==> src/rtl/uart_tx_port.sv <==
`default_nettype none
// ============================================================================
// Module   : uart_tx_port
// Summary  : Memory-mapped 8N1 UART transmitter with DATA/STATUS/DIV registers.
//            Define UART_TX_FIFO_EN for a DEPTH-entry FIFO, else one holding reg.
// Revision : 1.0 - initial release
// ============================================================================
module uart_tx_port #(
    parameter int unsigned DEPTH     = 4,
    parameter logic [15:0] DIV_RESET = 16'd868
) (
    input  logic        clk,
    input  logic        rst,
    input  logic        sel,
    input  logic [1:0]  addr,
    input  logic [31:0] data_wr,
    input  logic [3:0]  data_wr_en,
    output logic [31:0] data_rd,
    output logic        tx
);

`ifdef UART_TX_FIFO_EN
    localparam int unsigned c_DEPTH = DEPTH;
`else
    // DEPTH is ignored here; the holding register gives an effective depth of one.
    localparam int unsigned c_DEPTH = DEPTH / DEPTH;
`endif
    localparam int unsigned     c_CW   = $clog2(c_DEPTH) + 1;
    localparam logic [c_CW-1:0] c_FULL = c_CW'(c_DEPTH);

    typedef enum logic [1:0] {
        S_IDLE  = 2'd0,
        S_START = 2'd1,
        S_DATA  = 2'd2,
        S_STOP  = 2'd3
    } state_t;

    state_t          state_q;
    logic [15:0]     div_q;
    logic [15:0]     div_lat_q;
    logic [15:0]     tick_q;
    logic [2:0]      bit_q;
    logic [7:0]      shift_q;
    logic            tx_q;
    logic            ovf_q;
    logic [c_CW-1:0] count_q;
    logic [c_CW-1:0] count_d;

    logic       bus_wr, push_req, push_ok, pop;
    logic       full, empty, busy, ovf_clr, div_wr;
    logic [7:0] head;
    logic [3:0] occ;
    logic       unused_bits;

    assign bus_wr   = sel && (data_wr_en != 4'b0000);
    assign push_req = bus_wr && (addr == 2'd0) && data_wr_en[0];
    assign ovf_clr  = bus_wr && (addr == 2'd1) && data_wr_en[0] && data_wr[3];
    assign div_wr   = bus_wr && (addr == 2'd2) && (data_wr_en[1:0] == 2'b11);
    assign full     = (count_q == c_FULL);
    assign empty    = (count_q == '0);
    assign busy     = (state_q != S_IDLE);
    // A pop frees the slot in the same cycle, so a push into a full queue still lands.
    assign pop      = !empty && ((state_q == S_IDLE) || ((state_q == S_STOP) && (tick_q == 16'd0)));
    assign push_ok  = push_req && (!full || pop);
    assign occ      = 4'(count_q);
    assign unused_bits = ^data_wr[31:16];

    always_comb begin
        count_d = count_q;
        if (push_ok && !pop) begin
            count_d = count_q + c_CW'(1);
        end else if (!push_ok && pop) begin
            count_d = count_q - c_CW'(1);
        end
    end

    always_ff @(posedge clk) begin
        if (rst) begin
            count_q <= '0;
            ovf_q   <= 1'b0;
            div_q   <= DIV_RESET;
        end else begin
            count_q <= count_d;
            if (push_req && !push_ok) begin
                ovf_q <= 1'b1;
            end else if (ovf_clr) begin
                ovf_q <= 1'b0;
            end
            if (div_wr) begin
                div_q <= (data_wr[15:0] == 16'd0) ? 16'd1 : data_wr[15:0];
            end
        end
    end

`ifdef UART_TX_FIFO_EN
    localparam int unsigned c_PW = $clog2(c_DEPTH);
    logic [7:0]      mem_q [0:c_DEPTH-1];
    logic [c_PW-1:0] wptr_q;
    logic [c_PW-1:0] rptr_q;

    assign head = mem_q[rptr_q];

    always_ff @(posedge clk) begin
        if (rst) begin
            wptr_q <= '0;
            rptr_q <= '0;
        end else begin
            if (push_ok) wptr_q <= wptr_q + c_PW'(1);
            if (pop)     rptr_q <= rptr_q + c_PW'(1);
        end
    end

    always_ff @(posedge clk) begin
        if (push_ok) mem_q[wptr_q] <= data_wr[7:0];
    end
`else
    logic [7:0] hold_q;

    assign head = hold_q;

    always_ff @(posedge clk) begin
        if (push_ok) hold_q <= data_wr[7:0];
    end
`endif

    always_ff @(posedge clk) begin
        if (rst) begin
            state_q   <= S_IDLE;
            tx_q      <= 1'b1;
            tick_q    <= '0;
            bit_q     <= '0;
            shift_q   <= '0;
            div_lat_q <= DIV_RESET;
        end else begin
            case (state_q)
                S_IDLE: begin
                    if (pop) begin
                        state_q   <= S_START;
                        tx_q      <= 1'b0;
                        shift_q   <= head;
                        div_lat_q <= div_q;
                        tick_q    <= div_q - 16'd1;
                    end
                end
                S_START: begin
                    if (tick_q == 16'd0) begin
                        state_q <= S_DATA;
                        tx_q    <= shift_q[0];
                        shift_q <= shift_q >> 1;
                        bit_q   <= 3'd0;
                        tick_q  <= div_lat_q - 16'd1;
                    end else begin
                        tick_q <= tick_q - 16'd1;
                    end
                end
                S_DATA: begin
                    if (tick_q == 16'd0) begin
                        tick_q <= div_lat_q - 16'd1;
                        if (bit_q == 3'd7) begin
                            state_q <= S_STOP;
                            tx_q    <= 1'b1;
                        end else begin
                            bit_q   <= bit_q + 3'd1;
                            tx_q    <= shift_q[0];
                            shift_q <= shift_q >> 1;
                        end
                    end else begin
                        tick_q <= tick_q - 16'd1;
                    end
                end
                S_STOP: begin
                    if (tick_q != 16'd0) begin
                        tick_q <= tick_q - 16'd1;
                    end else if (pop) begin
                        state_q   <= S_START;
                        tx_q      <= 1'b0;
                        shift_q   <= head;
                        div_lat_q <= div_q;
                        tick_q    <= div_q - 16'd1;
                    end else begin
                        state_q <= S_IDLE;
                        tx_q    <= 1'b1;
                    end
                end
                default: begin
                    state_q <= S_IDLE;
                    tx_q    <= 1'b1;
                end
            endcase
        end
    end

    assign tx = tx_q;

    always_comb begin
        data_rd = '0;
        if (sel) begin
            case (addr)
                2'd1:    data_rd = {24'd0, occ, ovf_q, empty, full, busy};
                2'd2:    data_rd = {16'd0, div_q};
                default: data_rd = '0;
            endcase
        end
    end

endmodule
`default_nettype wire

==> config.mk <==
export PLATFORM = sky130hd
export DESIGN_NAME = uart_tx_port
export DESIGN_NICKNAME = d
export VERILOG_FILES = /design/src/rtl/uart_tx_port.sv
export SDC_FILE = /design/constraint.sdc
export NUM_CORES = 1
export LEC_CHECK = 0
export BUFFER_PORTS_ARGS = -buffer_cell sky130_fd_sc_hd__buf_2
export CAP_MARGIN = 10
export CORE_ASPECT_RATIO = 0.5
export CORE_MARGIN = 8
export CORE_UTILIZATION = 45
export CTS_CLUSTER_SIZE = 20
export DETAILED_ROUTE_END_ITERATION = 8
export PLACE_DENSITY = 0.66
export SLEW_MARGIN = 5
export SYNTH_ARGS = -nofsm -noshare
export SYNTH_HDL_FRONTEND = slang
export SYNTH_SLANG_ARGS = --single-unit
==> constraint.sdc <==
create_clock -name clk -period 7.25 [get_ports clk]
set_input_delay 2.175 -clock clk [delete_from_list [all_inputs] [get_ports clk]]
set_output_delay 2.175 -clock clk [all_outputs]
set_load 0.01 [all_outputs]
==> impl_metrics.ini <==
[setup_path]
worstPathArrival_ns = 3.33
crit_start = addr[0]
critical_path_class = in -> out
reg2reg_depth = 9
r2r_slack_ns = 3.86
worst_ep_required_time_ns = 5.08
critical_path.endpoint_type = output port
crit_fanout = 18
regToRegEndpoint = tick_q[4]
critical_path.reg2reg.startpoint = tick_q[0]
launching_element_type_of_the_critical_path = input port

[cts]
post_cts_resize_count = 0
clkSlewWorstSetupHoldPaths_ns = 0.06
max-clock-path-buffers = 2
root_buffer = sky130_fd_sc_hd__clkbuf_16
count_of_hold_fix_buffers_inserted_at_cts = 0
clock_tree.htree_level_count = 3
cts.sink_count = 72
cts_post_setup_buffers_inserted = 0
tritoncts_clock_tree = done
clkLatencyLatePin_ns = 0.33
numCtsBuffers = 9

[route]
vias = 3859
post_detailed_routing_wire_length_um = 11100
post-route-drc-count = 0
drt_first_pass_iters = 5
dr.first_iter.drc_count = 449
vias_per_cell = 5.67
postRouteAntennaNets = 0
post_drt_wl_per_cell_um = 16.3

[floorplanning]
horiz_die_dim_um = 155
floorplan.die.height_um = 85.4
floorplan.die_area_mm2 = 0.0132
core_region_area_mm2 = 0.00942
start_util_pct = 46.0
std_cell_rows = 25
num_io_pins = 74

[status]
outcome = finished, final reports clean

[yosys]
postSynthRegisterBits = 72
ys.flop_type = sky130_fd_sc_hd__dfxtp_1
synth_async_sr_flop_share_pct = 0
post-synth-top-area-fraction_pct = 29.6
synth_seq_area_share_pct = 35.1
synth_edf_count = 8
syn-cell-area_mm2 = 0.00433
synth.top_cells.by_area = sky130_fd_sc_hd__dfxtp_1, sky130_fd_sc_hd__mux2i_1, sky130_fd_sc_hd__nand2_1
yosys_warnings = 0
yosysUniqueCellTypes = 56
synthesis.instances = 522
synth.avg_cell_area_um2 = 8.30
library_cell_occupying_the_most_area_in_the_post_synthesis_netlist = sky130_fd_sc_hd__dfxtp_1

[placed_design]
dpl.hpwl_um = 7910
port-buffer-count = 39
gp_routability_congestion = 0.814

[worst_hold_path]
timing.hold.worst_endpoint = ovf_q
holdPathStages = 2
worstHoldPathType = reg -> reg
hold_start = ovf_q

[layout]
multi_input_area_mm2 = 0.00255
layout.cells.most_common = sky130_fd_sc_hd__nand2_1
drive_above_1_share_pct = 13.2
area_delta_synth_final_pct = 10.5
fillers = 904
antenna_cells = 0
regArea_mm2 = 0.00152
final_core_utilization_pct = 50.8
final_cell_mix = sky130_fd_sc_hd__nand2_1, sky130_fd_sc_hd__dfxtp_1, sky130_fd_sc_hd__nor2_1, sky130_fd_sc_hd__buf_2, sky130_fd_sc_hd__mux2i_1
fin_nets = 595

[timing]
worst_tran_pin_value_ns = 1.07
slew_headroom_pct = 28.4
final.setup.tns_ns = 0
rsz0062_at_grt = false
min_period_over_period_pct = 76.0
achievable-frequency_mhz = 182
min_period_ns = 5.51
final-setup-viol-count = 0
slew_viol_final = 0
clk_skew_ns = 0.00394
hold_viol = 0

[global_routing]
grt_overflow_total = 0
grt_first_pass_wirelength_um = 18600
number_of_antenna_violations_at_the_first_check_in_global_routing = 0
pin_count_of_the_biggest_net_entering_global_routing = 46
track_usage_pct = 17.2
grt_pass1_vias = 3587

[pwr]
leakage_nw = 1.91
worst_ir_drop_vdd_mv = 0.133
power.density_cell_area_mw_per_mm2 = 313

[run]
cap_viol_max_count = 0
[metal layers]
| metal | global-route usage (%) | wire length (µm) | vias to the layer above |
|---|---|---|---|
| met5 | 0 | 0 | - |
| met3 | 4.11 | 771 | 8 |
| met4 | 4.32 | 79 | 0 |
| met2 | 24.2 | 4540 | 151 |
| li1 | - | - | 1875 |
| met1 | 25.4 | 5720 | 1825 |
[layout make-up]
type | instances | area share, %
multi-input combinational | 401 | 53.2
sequential | 72 | 31.8
clock buffer | 10 | 4.78
timing repair buffer | 42 | 4.55
tap | 135 | 3.53
inverter | 15 | 1.18
clock inverter | 6 | 0.967
[cell families after synthesis]
kind of cell,synth area share (%)
multiplexers,6.73
XOR/XNOR,7.07
adder cells (fa/ha/maj),3.75
flip-flops,35.1
other,0.0865
AND/OR/NAND/NOR,22.9
AO/OA/AOI/OAI,17.0
buffers and inverters,7.42
[worst max-delay path: stages]
cell                      delay (ns)
sky130_fd_sc_hd__buf_2          0.11
sky130_fd_sc_hd__inv_1          0.07
sky130_fd_sc_hd__ha_1           0.54
sky130_fd_sc_hd__nand2_1        0.15
sky130_fd_sc_hd__a21oi_1        0.15
sky130_fd_sc_hd__buf_2          0.14
[synth_stat cells, drive strengths merged, types with 11 or more instances]
master and n:
inv 15, mux2i 28, o22ai 11, ha 13, nor3 14, o21ai 20, buf 23, xnor2 24
nand2 69, nor4 11, xor2 11, and3 13, clkbuf 26, nor2 50, a21oi 24, dfxtp 64
[power by group]
part / internal [mW] / switching [mW] / leakage, nW
Combinational: 0.230 / 0.371 / 1.19
Sequential: 0.448 / 0.0439 / 0.591
Clock: 0.233 / 0.174 / 0.129
Total: 0.910 / 0.589 / 1.91
[worst max-delay path by stage]
stage          slack, ns    endpoint  cells after the start
5_1_grt             1.63  data_rd[4]                      6
2_1_floorplan       1.97  data_rd[1]                      6
4_1_cts             1.71  data_rd[4]                      6
6_report            1.74  data_rd[4]                      6
3_3_place_gp        1.73  data_rd[4]                      6
3_5_place_dp        1.74  data_rd[4]                      6
[flip-flops by register name, summed over array words and instances, names as in the netlist]
register,flops
tx,1
shift_q,8
div_lat_q,16
state_q,2
tick_q,16
head,8
ovf_q,1
div_q,16
bit_q,3
count_q,1
[metrics by stage]
stage	cells	worst slack (ns)	total power, mW	hold WS, ns	cell area (µm²)
2_1_floorplan	537	1.97	0.976	0.436	4390
3_3_place_gp	665	1.73	1.08	0.443	4510
3_5_place_dp	665	1.74	1.09	0.449	4510
4_1_cts	681	1.71	1.50	0.457	4790
5_1_grt	681	1.63	1.59	0.471	4790
6_report	681	1.74	1.50	0.462	4790
(Power assumes the default switching activity.)
